`src/rtl/pipe_stage_skid_if.sv`:
```
// rtl/pipe_stage_skid_if.sv - valid/ready payload handshake bundle for pipe_stage_skid
interface pipe_stage_skid_if #(
  parameter int WIDTH = 56
) ();
  logic             valid;
  logic [WIDTH-1:0] data;
  logic             ready;

  // Producer side: drives payload and valid, observes ready.
  modport master (
    output valid,
    output data,
    input  ready
  );

  // Consumer side: observes payload and valid, drives ready.
  modport slave (
    input  valid,
    input  data,
    output ready
  );
endinterface

```
`src/rtl/pipe_stage_skid.sv`:
```
// rtl/pipe_stage_skid.sv - two-entry registered pipeline stage with skid buffer, stall and flush
module pipe_stage_skid #(
  parameter int               WIDTH  = 56,
  parameter int               NGO    = 2,
  parameter logic [WIDTH-1:0] BUBBLE = '0,
  parameter int               CNT_W  = 8
) (
  input  logic             clk_i,
  input  logic             rst_i,
  input  logic             clear_i,
  input  logic [NGO-1:0]   go_i,
  pipe_stage_skid_if.slave up_if,
  pipe_stage_skid_if.master dn_if,
  output logic [1:0]       occ_o,
  output logic [CNT_W-1:0] drop_cnt_o
);

  typedef enum logic [1:0] {
    ST_EMPTY = 2'd0,
    ST_ONE   = 2'd1,
    ST_FULL  = 2'd2
  } state_e;

  localparam logic [CNT_W+1:0] CNT_MAX = {2'b00, {CNT_W{1'b1}}};

  state_e           state_q, state_d;
  logic [WIDTH-1:0] main_q, main_d;
  logic [WIDTH-1:0] skid_q, skid_d;
  logic [CNT_W-1:0] drop_q, drop_d;

  logic             go_all;
  logic             in_ready;
  logic             out_valid;
  logic             accept;
  logic             take;
  logic [1:0]       occ;
  logic [CNT_W+1:0] drop_sum;

  // All stage enables must agree before anything moves.
  assign go_all = &go_i;

  // Readiness depends only on registered state plus go/clear/rst, never on
  // downstream ready, so no combinational path runs through the stage.
  // Held low during reset so upstream never sees a handshake before the
  // stage comes out of reset.
  assign in_ready  = (state_q != ST_FULL) & go_all & ~clear_i & ~rst_i;
  assign out_valid = (state_q != ST_EMPTY) & go_all & ~clear_i & ~rst_i;

  assign accept = up_if.valid & in_ready;
  assign take   = out_valid & dn_if.ready;

  assign up_if.ready = in_ready;
  assign dn_if.valid = out_valid;
  // Main register is the head; force the bubble while reset is still being
  // applied so the register's pre-reset contents never leak downstream.
  assign dn_if.data  = rst_i ? BUBBLE : main_q;

  // Occupancy decoded from the registered state only.
  always_comb begin
    occ = 2'd0;
    case (state_q)
      ST_ONE:  occ = 2'd1;
      ST_FULL: occ = 2'd2;
      default: occ = 2'd0;
    endcase
  end

  assign occ_o      = occ;
  assign drop_cnt_o = drop_q;

  // Widened sum so the saturation test cannot itself overflow.
  assign drop_sum = {2'b00, drop_q} + {{CNT_W{1'b0}}, occ};

  // Next-state and next-data selection; flush overrides any handshake.
  always_comb begin
    state_d = state_q;
    main_d  = main_q;
    skid_d  = skid_q;
    drop_d  = drop_q;

    if (clear_i) begin
      state_d = ST_EMPTY;
      main_d  = BUBBLE;
      skid_d  = BUBBLE;
      drop_d  = (drop_sum > CNT_MAX) ? CNT_MAX[CNT_W-1:0] : drop_sum[CNT_W-1:0];
    end else begin
      case (state_q)
        ST_EMPTY: begin
          if (accept) begin
            state_d = ST_ONE;
            main_d  = up_if.data;
          end
        end

        ST_ONE: begin
          if (accept && take) begin
            main_d = up_if.data;
          end else if (accept) begin
            state_d = ST_FULL;
            skid_d  = up_if.data;
          end else if (take) begin
            state_d = ST_EMPTY;
            main_d  = BUBBLE;
          end
        end

        ST_FULL: begin
          // in_ready is low here, so only the head can leave.
          if (take) begin
            state_d = ST_ONE;
            main_d  = skid_q;
            skid_d  = BUBBLE;
          end
        end

        default: begin
          state_d = ST_EMPTY;
          main_d  = BUBBLE;
          skid_d  = BUBBLE;
        end
      endcase
    end
  end

  // State and payload registers; reset wins over flush, go and handshakes
  // and deliberately does not count discarded entries.
  always_ff @(posedge clk_i) begin
    if (rst_i) begin
      state_q <= ST_EMPTY;
      main_q  <= BUBBLE;
      skid_q  <= BUBBLE;
      drop_q  <= '0;
    end else begin
      state_q <= state_d;
      main_q  <= main_d;
      skid_q  <= skid_d;
      drop_q  <= drop_d;
    end
  end

endmodule

```
`src/flat_wrapper.sv`:
```
// flat-port wrapper written by rule: the top's interface ports become plain ports
module pipe_stage_skid_flat 
#(
  parameter int               WIDTH  = 56,
  parameter int               NGO    = 2,
  parameter logic [WIDTH-1:0] BUBBLE = '0,
  parameter int               CNT_W  = 8
)
  (clk_i, rst_i, clear_i, go_i, occ_o, drop_cnt_o, up_if_valid, up_if_data, up_if_ready, dn_if_valid, dn_if_data, dn_if_ready);
  pipe_stage_skid_if #(.WIDTH(WIDTH)) up_if_i ();
  pipe_stage_skid_if #(.WIDTH(WIDTH)) dn_if_i ();
  input  logic clk_i;
  input  logic rst_i;
  input  logic clear_i;
  input  logic [NGO-1:0] go_i;
  output logic [1:0] occ_o;
  output logic [CNT_W-1:0] drop_cnt_o;
  input wire logic [$bits(up_if_i.valid)-1:0] up_if_valid;
  input wire logic [$bits(up_if_i.data)-1:0] up_if_data;
  output wire logic [$bits(up_if_i.ready)-1:0] up_if_ready;
  output wire logic [$bits(dn_if_i.valid)-1:0] dn_if_valid;
  output wire logic [$bits(dn_if_i.data)-1:0] dn_if_data;
  input wire logic [$bits(dn_if_i.ready)-1:0] dn_if_ready;
  assign up_if_i.valid = up_if_valid;
  assign up_if_i.data = up_if_data;
  assign up_if_ready = up_if_i.ready;
  assign dn_if_valid = dn_if_i.valid;
  assign dn_if_data = dn_if_i.data;
  assign dn_if_i.ready = dn_if_ready;
  pipe_stage_skid #(.WIDTH(WIDTH), .NGO(NGO), .BUBBLE(BUBBLE), .CNT_W(CNT_W)) u_core (.clk_i(clk_i), .rst_i(rst_i), .clear_i(clear_i), .go_i(go_i), .up_if(up_if_i), .dn_if(dn_if_i), .occ_o(occ_o), .drop_cnt_o(drop_cnt_o));
endmodule
```
`config.mk`:
```
export PLATFORM = sky130hd
export DESIGN_NAME = pipe_stage_skid_flat
export DESIGN_NICKNAME = d
export VERILOG_FILES = /design/src/rtl/pipe_stage_skid_if.sv /design/src/rtl/pipe_stage_skid.sv /design/src/flat_wrapper.sv
export SDC_FILE = /design/constraint.sdc
export NUM_CORES = 1
export LEC_CHECK = 0
export CORE_ASPECT_RATIO = 0.75
export CORE_MARGIN = 5
export CORE_UTILIZATION = 40
export CTS_BUF_LIST = sky130_fd_sc_hd__clkbuf_16
export DETAILED_ROUTE_END_ITERATION = 16
export PLACE_DENSITY_LB_ADDON = 0.1
export SLEW_MARGIN = 20
export SYNTH_ARGS = -nofsm -noshare
export SYNTH_HDL_FRONTEND = slang
export SYNTH_SLANG_ARGS = --single-unit
```
`constraint.sdc`:
```
create_clock -name clk_i -period 2.2 [get_ports clk_i]
set_input_delay 0.55 -clock clk_i [delete_from_list [all_inputs] [get_ports clk_i]]
set_output_delay 0.55 -clock clk_i [all_outputs]
set_load 0.005 [all_outputs]
```
==> results.py, run 1 <==
metrics = {
    "run": {
        "max_cap_viol_count": 0,
    },
    "synth": {
        "synth-edff-count": 0,
        "synth_most_common_cell": "dfxtp_1",
        "synth-xor-area-share_pct": 0.298,
        "synthTopCellsByArea": "dfxtp_1, mux2i_1, a22o_1",
        "yosysWarnings": 0,
        "yosysUniqueCellTypes": 42,
        "synth_top_family_by_area": "multiplexers",
        "synth_area_sq_um": 5870,
        "synth_compound_area_share_pct": 15.6,
        "synthMuxAreaShare_pct": 19.4,
        "synthTopCellsByCount": "dfxtp_1, mux2i_1, a21oi_1, nand2_1, nor2_1",
        "synth_ff_type": "dfxtp_1",
        "synth_adder_area_share_pct": 0.426,
        "syn_nets": 707,
        "synth_top_area_cell": "dfxtp_1",
        "synth_cells": 642,
        "synth.avg_cell_area_sq_um": 9.15,
        "yosys.area_share.simple_pct": 17.2,
        "seq_area_frac_synth_pct": 41.6,
        "synth_top_area_share_pct": 41.6,
        "ys_ff_latch": 122,
        "async_flop_share_pct": 0,
    },
    "floorplanning": {
        "die_w_um": 150,
        "start_util_pct": 40.6,
        "num_io_pins": 131,
        "die_h_um": 115,
        "core_sq_um": 14500,
        "rows": 38,
        "die_area_sq_um": 17200,
    },
    "drt": {
        "vias": 5055,
        "wirelength_mm": 16.0,
        "wl_per_cell_um": 16.3,
        "first_pass_iters": 5,
        "ant_nets": 0,
        "drc_errors": 0,
        "routed_via_density": 5.16,
        "first_iter_violations": 245,
    },
    "critical_path": {
        "arrival_ns": 1.63,
        "cp-start-kind": "input pin",
        "crit_chain": "buf_2 > buf_4 > nor2b_1 > clkdlybuf4s50_1",
        "startpoint": "rst_i",
        "cp_top_family": "buffers and inverters",
        "max_stage_delay_ns": 0.54,
        "crit_type": "in -> out",
        "crit_slowest_cell": "clkdlybuf4s50_1",
        "critPathMaxFanout": 6,
        "crit_path_end_kind": "output pin",
        "crit_buf_inv": 3,
        "r2r_start": "u_core.state_q[1]$_SDFFE_PP0P_",
        "required_ns": 1.65,
    },
    "power_and_ir_drop": {
        "power_uw": 5370,
        "peakVddDrop_uv": 476,
        "switchingPower_uw": 1150,
        "p_clk_share_pct": 51.4,
        "p_seq_share_pct": 41.3,
        "p_comb_share_pct": 7.3,
        "swShare_pct": 21.5,
        "leakagePower_uw": 0.00329,
        "power.density_nw_per_um2": 657,
        "p_int_uw": 4220,
    },
    "timing": {
        "fmax_ghz": 0.459,
        "post-route-min-period_ns": 2.18,
        "hold_violations": 0,
        "fin_crit_sh_pct": 99.0,
        "relSlewSlack_pct": 60.9,
        "hold_ws_ns": 0.445,
        "clock_skew_ns": 0.0109,
        "finalSetupViolCount": 0,
        "drv_slew": 0,
        "tightestPinTransition_ns": 0.587,
        "rsz0062_at_grt": "yes",
    },
    "clock_network": {
        "cts_tree": "built",
        "cts_resized": 14,
        "cts_setup_buffers": 0,
        "clk_path_buf_depth": 2,
        "htree_levels": 4,
        "cts_root_buf": "clkbuf_16",
        "clock_latency_ns": 0.41,
        "clkTransAtPathRegs_ns": 0.05,
        "cts_hold_buf": 0,
        "cts_sinks": 122,
        "cts-buffers-inserted": 17,
    },
    "min_path": {
        "hold_path_class": "in -> reg",
        "hp-start": "rst_i",
    },
    "placement": {
        "io_buffers": 130,
        "gp_congestion": 0.837,
        "dp_hpwl_mm": 10.7,
    },
    "global_routing": {
        "antenna_found_initial": 0,
        "grt_max_degree": 57,
        "grt-ovfl-total": 0,
        "grt_pass1_wl_mm": 26.0,
        "grt_pass1_vias": 5173,
        "track_usage_pct": 18.8,
    },
    "cells_and_area": {
        "final_layout_size_suffix_gt1_share_pct": 10.3,
        "final_nets": 833,
        "diodes": 0,
        "area_growth_pct": 39.1,
        "fillers": 1274,
    },
    "status": {
        "outcome": "finished, final reports clean",
    },
}
==> power by group through the flow <==
stage / combinational (uW) / clock [uW] / sequential [uW]
floorplan: 162 / 0 / 2270
global placement: 382 / 0 / 2260
detailed placement: 387 / 0 / 2260
CTS: 392 / 2820 / 2220
global route: 426 / 2930 / 2220
finish: 391 / 2760 / 2220
==> state kept, by name, summed over array words and instances, names as in the netlist <==
register / cells
u_core.drop_cnt_o: 8
u_core.main_q: 56
u_core.state_q: 2
u_core.skid_q: 56
==> path summary, 6_finish.rpt <==
kind / endpoint / slack (ns) / cells past startpoint
worst min register to register: u_core.main_q[15]$_SDFFE_PP0P_ / 0.45 / 2
worst max register to register: u_core.main_q[39]$_SDFFE_PP0P_ / 0.43 / 6
worst min-delay path: u_core.drop_cnt_o[0]$_SDFFE_PP0P_ / 0.45 / 2
worst max-delay path: dn_if_data[27] / 0.02 / 4
==> metal layers <==
layer / up-vias / wire (um) / track usage (%)
li1: 2508 / - / -
met4: 0 / 215 / 5.91
met1: 2397 / 7590 / 25.1
met3: 14 / 923 / 4.65
met5: - / 0 / 0
met2: 136 / 7250 / 30.1
==> worst reg2reg max path: stages (launching register included) <==
cell and delay [ns]:
dfxtp_4 0.38, buf_12 0.18, buf_4 0.54, mux2i_1 0.28
nor2_1 0.06, a21oi_1 0.13, mux2i_1 0.09
==> area by class of cell <==
class	count	area, sq um	share of cell area [%]
flip-flops and latches	122	2450	29.9
inverters	2	7.51	0.0919
well taps	200	250	3.06
clock inverters	13	135	1.65
multi-input cells	462	3210	39.3
clock buffers	18	450	5.51
repair buffers	163	1670	20.5
==> cells in the final DEF, fill, tap and decap left out, drive strengths merged, types with 3 or more instances in the layout <==
cell type,synthesis,routed
dfxtp,122,122
nor3,7,7
nor2b,58,58
dlygate4sd2,0,4
clkbuf,24,18
nor2,63,63
mux2i,114,114
or3,3,3
nand2,63,63
bufinv,0,3
clkinv,0,6
buf,32,34
clkdlybuf4s50,0,123
a21oi,65,65
o21ai,4,4
a22o,56,56
inv,2,6
==> stage by stage <==
step	setup WS (ns)	util [%]	area, sq um	std cells	setup TNS [ns]
after floorplan	0.312	-	5870	642	0
after global placement	-0.276	51.9	7510	949	-25.76
after detailed placement	-0.357	51.9	7510	949	-31.60
after CTS	-0.000930	56.3	8130	980	-0.000930
after global routing	-0.00375	56.5	8170	980	-0.00750
final	0.0230	56.5	8170	980	0
==> cell families after synthesis <==
group | count (synthesis)
buffers and inverters | 58
AND/OR/NAND/NOR | 209
adder cells (fa/ha/maj) | 2
flip-flops | 122
AO/OA/AOI/OAI | 135
XOR/XNOR | 2
multiplexers | 114
(Power assumes the default switching activity.)
==> inputs of run 2 (changes only) <==
--- a/config.mk
+++ b/config.mk
@@ -5,6 +5,7 @@
 export SDC_FILE = /design/constraint.sdc
 export NUM_CORES = 1
 export LEC_CHECK = 0
+export ABC_AREA = 1
 export CORE_ASPECT_RATIO = 0.75
 export CORE_MARGIN = 5
 export CORE_UTILIZATION = 40
==> run 2 against run 1 <==
  * Die area grew 22%
  * Combinational power grew 16%
  * Worst setup slack better by 0.056 ns
  * Count of clock-buffer cells in the layout is 1 lower
  * Wire length rose by 31%
  * Final cell count rose by 64%
  * Critical path depth did not move
==> results.py, run 2 <==
metrics = {
    "clock_network": {
        "clock_latency_ns": 0.41,
        "cts_tree": "built",
        "cts-buffers-inserted": 17,
        "cts_root_buf": "clkbuf_16",
        "clkTransAtPathRegs_ns": 0.06,
        "cts_sinks": 122,
        "htree_levels": 4,
        "clk_path_buf_depth": 2,
    },
    "timing": {
        "drv_slew": 0,
        "post-route-min-period_ns": 2.12,
        "relSlewSlack_pct": 70.3,
        "final.setup.tns_ns": 0,
        "finalSetupViolCount": 0,
        "tightestPinTransition_ns": 0.445,
        "fmax_ghz": 0.471,
        "hold_ws_ns": 0.464,
        "rsz0062_at_grt": "no",
        "clock_skew_ns": 0.00730,
        "hold_violations": 0,
        "fin_crit_sh_pct": 96.4,
        "worst_slack_ns": 0.0788,
    },
    "min_path": {
        "holdPathEnd": "u_core.main_q[20]$_SDFFE_PP0P_",
        "hold_depth": 2,
        "hold_path_class": "reg -> reg",
        "hp-start": "u_core.main_q[20]$_SDFFE_PP0P_",
    },
    "floorplanning": {
        "die_w_um": 166,
        "die_h_um": 127,
        "rows": 42,
        "die_area_sq_um": 21000,
        "num_io_pins": 131,
        "start_util_pct": 40.9,
        "core_sq_um": 17800,
    },
    "drt": {
        "first_pass_iters": 6,
        "ant_nets": 0,
        "vias": 7437,
        "first_iter_violations": 519,
        "drc_errors": 0,
        "wl_per_cell_um": 13.0,
        "routed_via_density": 4.62,
        "wirelength_mm": 21.0,
    },
    "synth": {
        "syn_nets": 1318,
        "synthTopCellsByArea": "dfxtp_1, nand2_1, inv_1",
        "async_flop_share_pct": 0,
        "synth_cells": 1253,
        "yosysWarnings": 0,
        "synth.avg_cell_area_sq_um": 5.80,
        "synth_area_sq_um": 7270,
        "synth_top_area_cell": "dfxtp_1",
        "seq_area_frac_synth_pct": 33.6,
        "synth_most_common_cell": "nand2_1",
        "synth-edff-count": 0,
        "yosysUniqueCellTypes": 27,
        "synthTopCellsByCount": "nand2_1, inv_1, nor2_1, dfxtp_1, a21oi_1",
        "ys_ff_latch": 122,
        "synth_top_area_share_pct": 33.6,
        "synth_ff_type": "dfxtp_1",
    },
    "power_and_ir_drop": {
        "leakagePower_uw": 0.00379,
        "peakVddDrop_uv": 384,
        "power.density_nw_per_um2": 585,
    },
    "critical_path": {
        "rr_worst_depth": 11,
        "crit_chain": "buf_2 > buf_12 > nor2_1 > clkdlybuf4s50_1",
        "max_stage_delay_ns": 0.51,
        "critPathMaxFanout": 36,
        "arrival_ns": 1.57,
        "crit_type": "in -> out",
        "r2r_start": "u_core.state_q[1]$_SDFFE_PP0P_",
        "crit_slowest_cell": "clkdlybuf4s50_1",
        "crit_path_end_kind": "output pin",
        "regToRegSetupSlack_ns": 0.26,
        "regToRegEndpoint": "u_core.main_q[10]$_SDFFE_PP0P_",
        "cp-start-kind": "input pin",
        "required_ns": 1.65,
    },
    "cells_and_area": {
        "layout_common_cells": "nand2_1, inv_1, nor2_1",
        "final_area_sq_um": 9540,
        "final_nets": 1421,
        "area_growth_pct": 31.2,
        "final_common_cell": "nand2_1",
        "diodes": 0,
        "final_core_util_pct": 53.7,
        "final_layout_size_suffix_gt1_share_pct": 6.73,
    },
    "placement": {
        "place_area_sq_um": 8920,
        "dp_hpwl_mm": 13.5,
        "gp_congestion": 0.866,
        "io_buffers": 130,
        "dp_slack_ns": -0.272,
    },
    "status": {
        "outcome": "finished, final reports clean",
    },
    "global_routing": {
        "grt-ovfl-total": 0,
        "grt_max_degree": 59,
        "track_usage_pct": 19.8,
        "grt_pass1_wl_mm": 34.9,
        "antenna_found_initial": 0,
        "grt_pass1_vias": 6802,
    },
    "run": {
        "max_cap_viol_count": 0,
    },
}
## run 2: report_power, final
group	leakage (uW)	internal, uW	switching [uW]
Sequential	0.000983	2220	6.17
Clock	0.000289	1870	1030
Combinational	0.00252	212	243
Total	0.00379	4310	1280
## run 2: worst max-delay path by stage
stage	cells after the start	from	endpoint
6_report	4	rst_i	dn_if_data[3]
5_1_grt	4	rst_i	dn_if_data[9]
4_1_cts	7	go_i[0]	dn_if_valid
3_5_place_dp	5	clear_i	dn_if_valid
3_3_place_gp	5	clear_i	dn_if_valid
2_1_floorplan	13	u_core.state_q[1]$_SDFFE_PP0P_	u_core.drop_cnt_o[7]$_SDFFE_PP0P_
## run 2: area by class of cell
| type | count | area [sq um] |
|---|---|---|
| clock buffer | 17 | 425 |
| clock inverter | 14 | 181 |
| fill | 1826 | 8220 |
| inverter | 248 | 931 |
| multi-input combinational | 797 | 3530 |
| sequential | 122 | 2440 |
| tap | 242 | 303 |
| timing repair buffer | 170 | 1730 |
## run 2: routing by layer
layer  vias up  GRT usage [%]  part of all wire (%)  wire [um]
met3        11           5.07                   6.1       1290
li1       3994              -                     -          -
met5         -              0                     0          0
met2       205           29.3                    42       8800
met4         0           5.00                  0.82        173
met1      3227           28.8                    51      10700
## run 2: through the flow
stage | cells | power [uW]
finish | 1610 | 5580
global route | 1610 | 5820
CTS | 1610 | 5650
detailed placement | 1577 | 2730
global placement | 1577 | 2730
floorplan | 1253 | 2520
## run 2: cells by family after synthesis
kind of cell	Yosys count	synth area share [%]
xor+xnor	3	0.362
mux	1	0.138
fa+ha+maj	2	0.344
buf+inv	334	18.5
simple gates	607	34.1
flops	122	33.6
compound gates	184	12.9
## run 2: worst max-delay path: cells and delay by family
kind | cells | cell delay (ns)
buf+inv | 3 | 0.85
simple gates | 1 | 0.13
## run 2: repair_timing
item                       4_1_cts  5_1_grt
buffers inserted                 2        0
resized for setup                7        3
hold buffers                     0        0
setup endpoints to repair        3        4
==> inputs of run 3 (changes only) <==
--- a/config.mk
+++ b/config.mk
@@ -11,6 +11,7 @@
 export CORE_UTILIZATION = 40
 export CTS_BUF_LIST = sky130_fd_sc_hd__clkbuf_16
 export DETAILED_ROUTE_END_ITERATION = 16
+export GPL_TIMING_DRIVEN = 0
 export PLACE_DENSITY_LB_ADDON = 0.1
 export SLEW_MARGIN = 20
 export SYNTH_ARGS = -nofsm -noshare
==> run 3 against run 2 <==
  * Sequential power about the same
  * Count of clock-buffer cells in the layout stayed put
  * Wire length increased by 5.1%
  * Critical path depth unchanged
  * First-iteration DRC count is 20% higher
  * Sequential share of layout area down 0.40 points
  * Via count up 4.2%
  * Worst hold slack got worse by 0.0025 ns
  * Worst setup slack got worse by 0.043 ns
  * Die area is the same
  * Clock skew decreased by 0.0023 ns
  * Flip-flop and latch count stayed put
  * Largest cell class unchanged
  * Largest power group unchanged
  * Highest routed layer unchanged
==> results.py, run 3 (synthesized netlist as in run 2, its figures left out) <==
metrics = {
    "status": {
        "outcome": "finished, final reports clean",
    },
    "critical_path": {
        "cp-start-kind": "input pin",
        "crit_slowest_cell": "clkdlybuf4s50_1",
        "required_ns": 1.65,
        "crit_buf_inv": 3,
        "crit_path_end_kind": "output pin",
        "critPathMaxFanout": 10,
        "crit_type": "in -> out",
        "crit_chain": "buf_4 > clkbuf_8 > nor2_1 > clkdlybuf4s50_1",
        "rr_worst_depth": 10,
        "regToRegEndpoint": "u_core.main_q[15]$_SDFFE_PP0P_",
        "r2r_start": "u_core.state_q[0]$_SDFFE_PP0P_",
        "cp_top_family": "buffers and inverters",
        "arrival_ns": 1.61,
        "max_stage_delay_ns": 0.52,
        "regToRegSetupSlack_ns": 0.21,
    },
    "power_and_ir_drop": {
        "p_seq_share_pct": 41.9,
        "swShare_pct": 23.8,
        "p_int_uw": 4050,
        "peakVddDrop_uv": 403,
        "p_comb_share_pct": 8.8,
        "power.density_nw_per_um2": 548,
        "leakagePower_uw": 0.00396,
        "switchingPower_uw": 1260,
        "p_clk_share_pct": 49.3,
    },
    "timing": {
        "hold_ws_ns": 0.462,
        "finalSetupViolCount": 0,
        "tightestPinTransition_ns": 0.642,
        "clock_skew_ns": 0.00497,
        "relSlewSlack_pct": 57.2,
        "rsz0062_at_grt": "yes",
        "fmax_ghz": 0.462,
        "fin_crit_sh_pct": 98.4,
        "drv_slew": 0,
        "post-route-min-period_ns": 2.16,
        "hold_violations": 0,
    },
    "global_routing": {
        "track_usage_pct": 20.5,
        "grt-ovfl-total": 0,
        "grt_max_degree": 20,
        "grt_pass1_vias": 6868,
        "grt_pass1_wl_mm": 35.7,
        "antenna_found_initial": 0,
    },
    "cells_and_area": {
        "finalNonFillerCells": 1666,
        "final_common_cell": "nand2_1",
        "final_layout_size_suffix_gt1_share_pct": 8.92,
        "final_nets": 1477,
        "diodes": 0,
        "layout_common_cells": "nand2_1, inv_1, nor2_1",
        "final_area_sq_um": 9710,
        "area_growth_pct": 33.5,
        "fillers": 1878,
    },
    "floorplanning": {
        "rows": 42,
        "die_h_um": 127,
        "start_util_pct": 40.9,
        "die_area_sq_um": 21000,
        "die_w_um": 166,
        "num_io_pins": 131,
        "core_sq_um": 17800,
    },
    "clock_network": {
        "clkTransAtPathRegs_ns": 0.05,
        "cts-buffers-inserted": 17,
        "clk_path_buf_depth": 2,
        "cts_tree": "built",
        "clock_latency_ns": 0.42,
        "cts_sinks": 122,
        "htree_levels": 4,
        "cts_root_buf": "clkbuf_16",
    },
    "run": {
        "max_cap_viol_count": 0,
    },
    "placement": {
        "gp_congestion": 0.832,
        "post-place-cells": 1623,
        "io_buffers": 128,
        "dp_hpwl_mm": 15.6,
        "place_area_sq_um": 8850,
    },
    "drt": {
        "ant_nets": 0,
        "drc_errors": 0,
        "vias": 7752,
        "wirelength_mm": 22.1,
        "routed_via_density": 4.65,
        "first_iter_violations": 625,
        "first_pass_iters": 5,
        "wl_per_cell_um": 13.3,
    },
    "min_path": {
        "hold_path_class": "reg -> reg",
        "hp-start": "u_core.main_q[17]$_SDFFE_PP0P_",
        "hold_depth": 2,
        "holdPathEnd": "u_core.main_q[17]$_SDFFE_PP0P_",
    },
}
==> run 3: cell count changes in the layout (fill, tap and decap cells not counted), sizes merged <==
cell,delta
clkbuf,+31
buf,+25
inv,+3
bufinv,-2
clkdlybuf4s50,-2
clkinvlp,-2
dlymetal6s2s,+2
clkdlybuf4s15,+1
clkinv,+1
dlygate4sd2,-1
==> run 3: timing repair <==
| item | 4_1_cts | 5_1_grt |
|---|---|---|
| pin swaps | 1 | 2 |
| cloned | 0 | 1 |
| hold buffers | 0 | 0 |
| gates resized for setup | 28 | 65 |
| buffers inserted | 5 | 7 |
| endpoints found under the setup margin | 68 | 119 |
==> run 3: worst register-to-register path: cells and delay by family (launching register included) <==
family / cells / cell delay (ns)
simple gates: 6 / 0.77
buf+inv: 3 / 0.63
flops: 1 / 0.41
compound gates: 1 / 0.11
==> run 3: through the flow <==
step	TNS (ns)	total power [uW]	utilization [%]	worst slack, ns
2_1_floorplan	0	2520	-	0.137
5_1_grt	-0.0380	5500	54.7	-0.0173
4_1_cts	-0.186	5350	53.4	-0.163
6_report	0	5320	54.7	0.0362
3_3_place_gp	-41.58	2720	49.8	-0.412
3_5_place_dp	-43.75	2720	49.8	-0.426
==> run 3: how the worst max path moves through the flow <==
stage / from / endpoint / slack, ns / cells past startpoint
floorplan: u_core.state_q[1]$_SDFFE_PP0P_ / u_core.drop_cnt_o[7]$_SDFFE_PP0P_ / 0.14 / 13
global placement: rst_i / dn_if_data[55] / -0.41 / 4
detailed placement: rst_i / dn_if_data[55] / -0.43 / 4
CTS: u_core.state_q[1]$_SDFFE_PP0P_ / occ_o[0] / -0.16 / 5
global route: rst_i / dn_if_data[9] / -0.02 / 4
finish: rst_i / dn_if_data[4] / 0.04 / 4
==> run 3: cell type report <==
class	count	area [sq um]	area share [%]
inverters	248	933	9.61
clock buffers	17	425	4.38
clock inverters	14	118	1.21
plain buffers	85	531	5.46
repair buffers	141	1410	14.5
flip-flops and latches	122	2450	25.2
well taps	242	303	3.12
multi-input cells	797	3540	36.5
==> run 3: power by group through the flow <==
stage | clock network (uW) | registers (uW) | logic, uW
after floorplan | 0 | 2270 | 242
after global placement | 0 | 2270 | 442
after detailed placement | 0 | 2270 | 444
after CTS | 2660 | 2230 | 457
after global routing | 2760 | 2230 | 520
final | 2620 | 2230 | 468
==> run 3: layer usage <==
| layer | GRT usage (%) | vias to the layer above | share of wire, % |
|---|---|---|---|
| met3 | 5.16 | 28 | 5.9 |
| met4 | 5.67 | 0 | 1.4 |
| li1 | - | 4112 | - |
| met1 | 31.1 | 3373 | 52 |
| met5 | 0 | - | 0 |
| met2 | 28.4 | 239 | 40 |
==> patch (config.mk and constraints of run 3) <==
`WIDTH` is set to 56 in 3 places; all go to 60.
--- a/src/rtl/pipe_stage_skid_if.sv
+++ b/src/rtl/pipe_stage_skid_if.sv
@@ -1,6 +1,6 @@
 // rtl/pipe_stage_skid_if.sv - valid/ready payload handshake bundle for pipe_stage_skid
 interface pipe_stage_skid_if #(
-  parameter int WIDTH = 56
+  parameter int WIDTH = 60
 ) ();
   logic             valid;
   logic [WIDTH-1:0] data;
--- a/src/rtl/pipe_stage_skid.sv
+++ b/src/rtl/pipe_stage_skid.sv
@@ -1,6 +1,6 @@
 // rtl/pipe_stage_skid.sv - two-entry registered pipeline stage with skid buffer, stall and flush
 module pipe_stage_skid #(
-  parameter int               WIDTH  = 56,
+  parameter int               WIDTH  = 60,
   parameter int               NGO    = 2,
   parameter logic [WIDTH-1:0] BUBBLE = '0,
   parameter int               CNT_W  = 8
--- a/src/flat_wrapper.sv
+++ b/src/flat_wrapper.sv
@@ -1,7 +1,7 @@
 // flat-port wrapper written by rule: the top's interface ports become plain ports
 module pipe_stage_skid_flat 
 #(
-  parameter int               WIDTH  = 56,
+  parameter int               WIDTH  = 60,
   parameter int               NGO    = 2,
   parameter logic [WIDTH-1:0] BUBBLE = '0,
   parameter int               CNT_W  = 8
Ports: changed (resized dn_if_data and up_if_data); port bits go from 131 to 139. No check against the original RTL was run, so the function may have changed too.
==> patch against run 3 <==
- sequential cell count grew 8
- sequential share of layout area grew 3.2 points
- synthesized area is 9.9% lower
- final area shrank 5.5%
- wire length is 8.8% lower
- global-route usage rose by 0.71 points
- total power rose by 8.5%
- worst setup slack gained 0.049 ns
- highest routed layer unchanged
==> patch: results (changes against run 3) <==
| Metric | Value |
|---|---|
| Tightest Hold Check Type | flop to flop |
| DP HPWL | 13.8 mm (-12%) |
| Complex-gate fraction of the synthesized area | 0.181 (+0.0517) |
| Fraction of layout cells with a size suffix above 1 | 0.0932 (+0.00399) |
| Synth async-reset ratio | 0 (unchanged) |
| Overall Global Routing Usage | 0.212 (+0.00712) |
| Adder-cell share of the synthesized area | 0.00382 (+0.000380) |
| First-pass GRT wire length | 32.3 mm (-9.3%) |
| Clk_lat worst skew | about 0.43 ns |
| XOR/XNOR share of the synthesized area | 0.00134 (-0.00228) |
| Fillers | 1642 (-13%) |
| Slew headroom | 0.622 (+0.0495) |
| Routed wire length | 20.1 mm (-8.8%) |
| Max clock buf depth | 2 (unchanged) |
| Power share of the combinational group | 0.084 (-0.004) |
| Worst vdd ir | 0.000500 V (+24%) |
| Via count | 6869 (-11%) |
| Post-synth cell types | 26 (-3.7%) |
| Iteration count of the initial detailed-routing pass | 5 (unchanged) |
| CTS root buf | clkbuf_16 |
| Largest net degree at the start of global routing | 17 (-15%) |
| Initial antenna violation count | 0 (unchanged) |
| Num CTS Buffers | 17 (unchanged) |
| RD Place Congestion | 0.842 (+1.2%) |
| Nets | 1258 (-15%) |
| Fin Clk Skew | 0.00509 ns (+0.000118 ns) |
| Post-synth top cells | nand2_1, nor2_1, dfxtp_1 |
| Status | completed |
| Ys Warns | 0 (unchanged) |
| Pre-CTS setup slack | -1.18 ns (-0.758 ns) |
| Mux cell area share after synthesis | 0 (-0.00138) |
| Arrival time of the worst setup path | 1.57 ns (-0.04 ns) |
| Syn_area_per_cell | 6.42 um2 (+11%) |
| Worst-path clk slew | about 0.06 ns |
| H-Tree Depth | 4 (unchanged) |
| Ant diodes | 0 (unchanged) |
| Leakage power | 3.71 nW (-6.4%) |
| Iteration-0 DRC Markers | 544 (-13%) |
| Critical-path maximum fanout | 10 (unchanged) |
| Sequential area share after synthesis | 0.397 (+0.0615) |
| Reg power frac | 0.412 (-0.007) |
| Non-filler cells, final | 1412 (-15%) |
| Top cells by area, synth | dfxtp_1, nand2_1, nor2_1, a22o_1, a21oi_1 |
| Switching share of power | 0.225 (-0.0131) |
| Syn nets | 1089 (-17%) |
| Ys flop type | dfxtp_1 |
| IO Port Bufs | 138 (+7.8%) |
| Vias in the first global route | 6354 (-7.5%) |
## patch: area by class of cell
cell class | instances | area (um2) | share of cell area
Multi-Input combinational cell | 738 | 3370 | 0.367
Sequential cell | 130 | 2610 | 0.284
Timing Repair Buffer | 149 | 1520 | 0.165
Buffer | 70 | 493 | 0.0537
Clock buffer | 17 | 425 | 0.0464
Inverter | 82 | 320 | 0.0349
Tap cell | 210 | 263 | 0.0286
Clock inverter | 15 | 171 | 0.0187
Timing Repair inverter | 1 | 11.3 | 0.00123
## patch: final timing paths
| kind | start | to | slack (ns) | depth (start not counted) |
|---|---|---|---|---|
| setup / recovery | rst_i | dn_if_data[6] | 0.08 | 4 |
| hold / removal | u_core.main_q[19] | u_core.main_q[19] | 0.46 | 2 |
| setup reg to reg | u_core.state_q[0] | u_core.drop_cnt_o[3] | 0.20 | 14 |
| hold reg to reg | u_core.main_q[19] | u_core.main_q[19] | 0.46 | 2 |
## patch: repair_timing
item | 4_1_cts | 5_1_grt
hold buffers | 0 | 0
setup endpoints to repair | 178 | 137
gates resized for setup | 80 | 76
gates cloned | 0 | 4
pin swaps | 2 | 10
setup buffers | 7 | 1
## patch: through the flow
step                      power, W  setup TNS [ns]  area, um2
final                      0.00577               0       9180
after global routing       0.00598         -0.0157       9180
after CTS                  0.00579               0       8910
after detailed placement   0.00288         -121.73       8190
after global placement     0.00287         -120.48       8190
after floorplan            0.00265               0       6550
## patch: routing by layer
metal	up-vias	wire [um]	GRT usage
met4	0	313	0.0661
met2	208	8480	0.308
met1	3067	9900	0.312
met5	-	0	0
li1	3566	-	-
met3	28	1440	0.0440
## patch: critical path: stages
cell and delay (ns):
buf_2 0.14, clkbuf_2 0.21, nor2_1 0.14, clkdlybuf4s50_1 0.51
